==> config.mk <==
export PLATFORM = sky130hd
export DESIGN_NAME = mc_control_unit
export DESIGN_NICKNAME = d
export VERILOG_FILES = /design/src/rtl/mc_ctrl_pkg.sv /design/src/rtl/mc_control_unit_alu_decoder.sv /design/src/rtl/mc_control_unit.sv
export SDC_FILE = /design/constraint.sdc
export NUM_CORES = 1
export LEC_CHECK = 0
export BUFFER_PORTS_ARGS = -buffer_cell sky130_fd_sc_hd__buf_2
export CAP_MARGIN = 20
export CORE_MARGIN = 4
export CORE_UTILIZATION = 44
export DETAILED_ROUTE_END_ITERATION = 7
export GPL_TIMING_DRIVEN = 1
export MAX_ROUTING_LAYER = met4
export PLACE_DENSITY = 0.77
export SLEW_MARGIN = 20
export SYNTH_ARGS = -nofsm -noshare
export SYNTH_HDL_FRONTEND = slang
export SYNTH_HIERARCHICAL = 1
export SYNTH_SLANG_ARGS = --single-unit
==> constraint.sdc <==
create_clock -name clk -period 2.4 [get_ports clk]
set_input_delay 0.36 -clock clk [delete_from_list [all_inputs] [get_ports clk]]
set_output_delay 0.36 -clock clk [all_outputs]
set_load 0.02 [all_outputs]
==> src/rtl/mc_ctrl_pkg.sv <==
// Shared encodings for the multicycle MIPS controller:
// states, opcodes, functs, ALUOp and datapath select codes.
package mc_ctrl_pkg;

  typedef enum logic [3:0] {
    S_FETCH    = 4'd0,
    S_DECODE   = 4'd1,
    S_MEMADR   = 4'd2,
    S_MEMREAD  = 4'd3,
    S_MEMWB    = 4'd4,
    S_MEMWRITE = 4'd5,
    S_EXECUTE  = 4'd6,
    S_ALUWB    = 4'd7,
    S_BRANCH   = 4'd8,
    S_ADDIEX   = 4'd9,
    S_ADDIWB   = 4'd10,
    S_JUMP     = 4'd11,
    S_ILLEGAL  = 4'd12
  } state_t;

  typedef enum logic [1:0] {
    ALUOP_ADD   = 2'b00,
    ALUOP_SUB   = 2'b01,
    ALUOP_FUNCT = 2'b10
  } alu_op_t;

  localparam logic [5:0] OP_RTYPE = 6'b000000;
  localparam logic [5:0] OP_LW    = 6'b100011;
  localparam logic [5:0] OP_SW    = 6'b101011;
  localparam logic [5:0] OP_BEQ   = 6'b000100;
  localparam logic [5:0] OP_ADDI  = 6'b001000;
  localparam logic [5:0] OP_J     = 6'b000010;

  localparam logic [5:0] FN_ADD = 6'b100000;
  localparam logic [5:0] FN_SUB = 6'b100010;
  localparam logic [5:0] FN_AND = 6'b100100;
  localparam logic [5:0] FN_OR  = 6'b100101;
  localparam logic [5:0] FN_SLT = 6'b101010;

  localparam logic [2:0] ALU_AND = 3'b000;
  localparam logic [2:0] ALU_OR  = 3'b001;
  localparam logic [2:0] ALU_ADD = 3'b010;
  localparam logic [2:0] ALU_SUB = 3'b110;
  localparam logic [2:0] ALU_SLT = 3'b111;

  localparam logic [1:0] ASB_B    = 2'b00;
  localparam logic [1:0] ASB_4    = 2'b01;
  localparam logic [1:0] ASB_IMM  = 2'b10;
  localparam logic [1:0] ASB_IMM2 = 2'b11;

  localparam logic [1:0] PCS_ALU  = 2'b00;
  localparam logic [1:0] PCS_OUT  = 2'b01;
  localparam logic [1:0] PCS_JUMP = 2'b10;

endpackage

==> src/rtl/mc_control_unit_alu_decoder.sv <==
// ALU decoder: maps ALUOp and Funct to the 3-bit ALU_Control.
// Unknown Funct codes fall back to add.
module ALU_decoder
  import mc_ctrl_pkg::*;
(
  input  alu_op_t    i_alu_op,
  input  logic [5:0] i_funct,
  output logic [2:0] o_alu_control
);

  always_comb begin
    o_alu_control = ALU_ADD;
    unique case (i_alu_op)
      ALUOP_ADD: o_alu_control = ALU_ADD;
      ALUOP_SUB: o_alu_control = ALU_SUB;
      ALUOP_FUNCT: begin
        case (i_funct)
          FN_ADD:  o_alu_control = ALU_ADD;
          FN_SUB:  o_alu_control = ALU_SUB;
          FN_AND:  o_alu_control = ALU_AND;
          FN_OR:   o_alu_control = ALU_OR;
          FN_SLT:  o_alu_control = ALU_SLT;
          default: o_alu_control = ALU_ADD;
        endcase
      end
      default: o_alu_control = ALU_ADD;
    endcase
  end

endmodule

==> src/rtl/mc_control_unit.sv <==
// Multicycle MIPS controller FSM with memory-ready handshake.
// MC_ILLEGAL_TRAP_EN traps unknown opcodes in a sticky ILLEGAL state.
module mc_control_unit
  import mc_ctrl_pkg::*;
#(
  parameter int STATE_W = 4
) (
  input  logic               clk,
  input  logic               rst,
  input  logic [5:0]         Opcode,
  input  logic [5:0]         Funct,
  input  logic               Zero,
  input  logic               mem_ready,
  output logic               IorD,
  output logic               MemWrite,
  output logic               IRWrite,
  output logic               PCEn,
  output logic [1:0]         PCSrc,
  output logic               ALUSrcA,
  output logic [1:0]         ALUSrcB,
  output logic [2:0]         ALU_Control,
  output logic               RegDst,
  output logic               MemtoReg,
  output logic               RegWrite,
  output logic               instr_done,
`ifdef MC_ILLEGAL_TRAP_EN
  output logic               illegal_op,
`endif
  output logic [STATE_W-1:0] state_dbg
);

  state_t     r_state;
  state_t     w_next;
  alu_op_t    w_aluop;
  logic       w_iord;
  logic       w_memwrite;
  logic       w_irwrite;
  logic       w_pcwrite;
  logic       w_branch;
  logic       w_alusrca;
  logic       w_regdst;
  logic       w_memtoreg;
  logic       w_regwrite;
  logic       w_done;
  logic [1:0] w_pcsrc;
  logic [1:0] w_alusrcb;

  always_ff @(posedge clk or posedge rst) begin
    if (rst) r_state <= S_FETCH;
    else     r_state <= w_next;
  end

  always_comb begin
    w_next     = r_state;
    w_aluop    = ALUOP_ADD;
    w_iord     = 1'b0;
    w_memwrite = 1'b0;
    w_irwrite  = 1'b0;
    w_pcwrite  = 1'b0;
    w_branch   = 1'b0;
    w_alusrca  = 1'b0;
    w_regdst   = 1'b0;
    w_memtoreg = 1'b0;
    w_regwrite = 1'b0;
    w_done     = 1'b0;
    w_pcsrc    = PCS_ALU;
    w_alusrcb  = ASB_B;
    unique case (r_state)
      S_FETCH: begin
        w_alusrcb = ASB_4;
        if (mem_ready) begin
          w_irwrite = 1'b1;
          w_pcwrite = 1'b1;
          w_next    = S_DECODE;
        end
      end
      S_DECODE: begin
        w_alusrcb = ASB_IMM2;
        if (Opcode == OP_LW || Opcode == OP_SW)
          w_next = S_MEMADR;
        else if (Opcode == OP_RTYPE)
          w_next = S_EXECUTE;
        else if (Opcode == OP_BEQ)
          w_next = S_BRANCH;
        else if (Opcode == OP_ADDI)
          w_next = S_ADDIEX;
        else if (Opcode == OP_J)
          w_next = S_JUMP;
        else begin
`ifdef MC_ILLEGAL_TRAP_EN
          w_next = S_ILLEGAL;
`else
          w_next = S_FETCH;
          w_done = 1'b1;
`endif
        end
      end
      S_MEMADR: begin
        w_alusrca = 1'b1;
        w_alusrcb = ASB_IMM;
        w_next    = (Opcode == OP_LW) ? S_MEMREAD : S_MEMWRITE;
      end
      S_MEMREAD: begin
        w_iord = 1'b1;
        if (mem_ready) w_next = S_MEMWB;
      end
      S_MEMWB: begin
        w_regwrite = 1'b1;
        w_memtoreg = 1'b1;
        w_done     = 1'b1;
        w_next     = S_FETCH;
      end
      S_MEMWRITE: begin
        w_iord     = 1'b1;
        w_memwrite = 1'b1;
        if (mem_ready) begin
          w_done = 1'b1;
          w_next = S_FETCH;
        end
      end
      S_EXECUTE: begin
        w_alusrca = 1'b1;
        w_aluop   = ALUOP_FUNCT;
        w_next    = S_ALUWB;
      end
      S_ALUWB: begin
        w_regdst   = 1'b1;
        w_regwrite = 1'b1;
        w_done     = 1'b1;
        w_next     = S_FETCH;
      end
      S_BRANCH: begin
        w_alusrca = 1'b1;
        w_aluop   = ALUOP_SUB;
        w_pcsrc   = PCS_OUT;
        w_branch  = 1'b1;
        w_done    = 1'b1;
        w_next    = S_FETCH;
      end
      S_ADDIEX: begin
        w_alusrca = 1'b1;
        w_alusrcb = ASB_IMM;
        w_next    = S_ADDIWB;
      end
      S_ADDIWB: begin
        w_regwrite = 1'b1;
        w_done     = 1'b1;
        w_next     = S_FETCH;
      end
      S_JUMP: begin
        w_pcsrc   = PCS_JUMP;
        w_pcwrite = 1'b1;
        w_done    = 1'b1;
        w_next    = S_FETCH;
      end
      S_ILLEGAL: w_next = S_ILLEGAL;
      default:   w_next = S_FETCH;
    endcase
  end

  ALU_decoder u_alu_dec (
    .i_alu_op      (w_aluop),
    .i_funct       (Funct),
    .o_alu_control (ALU_Control)
  );

  // rst gates the enables so a mid-instruction reset writes nothing
  assign PCEn       = !rst && (w_pcwrite || (w_branch && Zero));
  assign IRWrite    = !rst && w_irwrite;
  assign MemWrite   = !rst && w_memwrite;
  assign RegWrite   = !rst && w_regwrite;
  assign instr_done = !rst && w_done;
  assign IorD       = w_iord;
  assign PCSrc      = w_pcsrc;
  assign ALUSrcA    = w_alusrca;
  assign ALUSrcB    = w_alusrcb;
  assign RegDst     = w_regdst;
  assign MemtoReg   = w_memtoreg;
  assign state_dbg  = STATE_W'(r_state);

`ifdef MC_ILLEGAL_TRAP_EN
  assign illegal_op = (r_state == S_ILLEGAL);
`endif

endmodule

==> results.txt <==
Period minus WS final: 2.34 ns
Clock tree root driver cell: clkbuf_4
Sequential Area: 103 µm²
Reg-to-reg critical path startpoint: state_dbg[2]
Unique cell type count in the Yosys netlist: 37
Post-synthesis share of cell area spent on and, or, nand and nor gates: 37.0%
Synthesized cell area: 673 µm²
Startpoint Class: flop
Die Outline Area: 2220 µm²
Cell type of the slowest stage on the worst timing path: dfrtp_1
Fmax: 427 MHz
Clock network latency to the later pin of the worst-skew pair: 0.23 ns
TritonCTS clock tree: built
Highest cell delay on the worst timing path: 0.37 ns
Area taken by multi-input logic gates: 543 µm²
Largest voltage drop on the vdd net: 0.346 mV
Sequential fraction of the synthesis area: 14.9%
Standard cell core area: 1370 µm²
Area growth from synthesis to layout: 38.5%
Gpl congestion: 0.901
Layout cell share with drive strength beyond 1: 39.7%
Global-route wire length before repair: 3550 µm
Reg-to-reg slack, setup: 0.65 ns
Post-synthesis mux area share: 1.67%
Horizontal die dimension: 47.1 µm
Placed Instance Area: 865 µm²
Pre-CTS worst setup slack: 0.242 ns
Vias per Instance: 6.27
Series of cell instances along the critical path: nand2b_2 -> nor3_2 -> inv_1 -> ha_4 -> nand4bb_1 -> a21oi_1 -> buf_2
Detailed-route DRC error count: 0
Portion of total power attributed to combinational logic: 66.0%
Number of filler cells placed in the layout: 124
First-iteration detailed-routing DRC count: 34
Outcome: complete, no violations
Fin util: 68.2%
Global Route Usage Sum: 22.9%
Clock Sink Count: 4
I/O pins: 36
Ys flop type: dfrtp_1
Number of inserted diodes: 0
Leading cell type in the layout, fill and taps excluded: buf_2
Kind of end point of the critical path: primary output
Maximum count of clock buffers along a single path: 2
Proportion of netlist area held by the largest area contributor: 14.9%
Combinational family with the most area after synthesis: simple AND/OR/NAND/NOR gates
Synthesized instance count: 98
Worst Skew: 0.00219 ns
Maximum number of pins on one net before global-route repair: 18
Area share of xor/xnor cells in the synthesized design: 2.60%
Leakage power summed over all cells: 0.416 nW
Slew Viols, Final: 0
Number of nets with antenna violations after detailed routing: 0
Leading post-synthesis cells by cell area: dfrtp_1, a21oi_1, o21ai_0
Final net count: 156
Die height: 47.1 µm
Clock network fraction of design power: 15.0%
Total via count in the routed design: 947
GR Overflow Total: 0
Post-Syn Area per Cell: 6.87 µm²
Synthesized-area fraction occupied by adder cells: 3.72%
DR pass1 iterations: 5
Power Density: 591 nW/µm²
Max Cap Viol: 0
CTS Hold Bufs: 0
Worst slew pin tran: 0.532 ns
Per-cell routed wire length: 15.5 µm
Starting density of the core: 49.3%
Proportion of power drawn by flip-flops and latches: 19.0%
Leading cell types in the layout, fill and taps excluded: buf_2, a21oi_1
Syn Nets: 116
Critical Path AT: 1.98 ns
Fraction of the mapped netlist area in compound gates: 32.0%
Final Hold Fails: 0
EDFF count, synth: 0
Fraction of synthesis flops using an asynchronous set or reset pin: 100%
Yosys warning total: 6
Worst path required time: 2.04 ns
Count of cells along the worst register-to-register path: 5
Seq cells post-synth: 4
Worst setup margin: 0.0606 ns
Switching Power: 269 µW
Yosys top cell by area: dfrtp_1
Power Internal: 282 µW
Peak fanout along the critical path: 4
Clock Pin Slew Worst Setup and Hold Paths: 0.04 ns
Via count of the first global-routing pass: 860
Placed wire-length estimate after detailed placement: 1690 µm
Worst Setup Path Type: flop to primary output
Capturing point of the worst reg2reg path: state_dbg[2]
Number of CTS-inserted buffers: 3
Port Buffers: 35
Worst slew slack as a fraction of its limit: 64.2%
Number of antenna violations at the first check in global routing: 0
Post-Layout Inst Area: 932 µm²
Path category of the worst min-delay check: input pin to asynchronous set/reset pin
Max reg flops: 4
Final setup vio count: 0
H-tree levels: 1
WL final: 2350 µm
Placement row count: 13
Final clock period utilization by the worst path: 97.5%
Switching part of the total: 48.8%
worst max-delay path, delay by kind of cell, from the launching register on:
family                   cells  cell delay, ns
AND/OR/NAND/NOR              3            0.66
adder cells (fa/ha/maj)      1            0.26
buffers and inverters        2            0.29
AO/OA/AOI/OAI                1            0.16
flip-flops                   1            0.37
area by class of cell:
type / instances / area share (%)
Multi-Input combinational cell: 82 / 58.3
Sequential cell: 4 / 11.0
Inverter: 6 / 2.42
Tap cell: 15 / 2.01
Timing Repair Buffer: 41 / 23.9
Clock buffer: 3 / 2.42
cells in the mapped netlist (3+ instances only):
cell,count
a21oi_1,11
and3_1,3
buf_2,5
dfrtp_1,4
inv_1,6
nand2_1,7
nand2b_1,4
nor2_1,8
nor2b_1,3
nor3_1,6
o21ai_0,7
power groups by stage:
stage               sequential [mW]  combinational [mW]  clock, mW
global placement              0.106               0.322          0
global route                  0.107               0.397     0.0937
floorplan                     0.107               0.223          0
CTS                           0.111               0.325     0.0825
finish                        0.104               0.363     0.0828
detailed placement            0.111               0.321          0
per-stage QoR:
step	hold slack [ns]	power, mW	setup TNS (ns)	instances
floorplan	0.126	0.330	-0.0587	98
detailed placement	0.295	0.432	0	146
global route	0.0486	0.597	-0.0305	151
CTS	0.0515	0.518	0	149
finish	0.0489	0.551	0	151
global placement	0.296	0.428	0	146
worst max-delay path by stage:
stage          slack [ns]          from              to
2_1_floorplan       -0.04  state_dbg[1]  ALU_Control[2]
5_1_grt             -0.02  state_dbg[1]  ALU_Control[2]
6_report             0.06  state_dbg[1]  ALU_Control[0]
3_3_place_gp         0.34  state_dbg[0]  ALU_Control[2]
3_5_place_dp         0.24  state_dbg[0]  ALU_Control[2]
4_1_cts              0.05  state_dbg[3]  ALU_Control[0]
cells by family after synthesis:
group	Yosys count
buffers and inverters	12
and+or+nand+nor	43
muxes	1
DFF	4
xor gates and xnor gates	2
AOI/OAI and AO/OA	34
adders and majority gates	2
what timing repair did:
action,CTS,global route
gates resized for setup,1,7
pin swaps,0,1
setup buffers,0,2
setup endpoints to repair,1,3
layer usage:
metal | part of all wire (%) | wire [µm] | GRT usage [%]
met1 | 40 | 935 | 26.3
met2 | 48 | 1140 | 37.7
met5 | 0 | 0 | -
met4 | 2.4 | 56 | 12.2
met3 | 9.3 | 218 | 3.83
No activity file was read; power rests on OpenSTA's default activity.
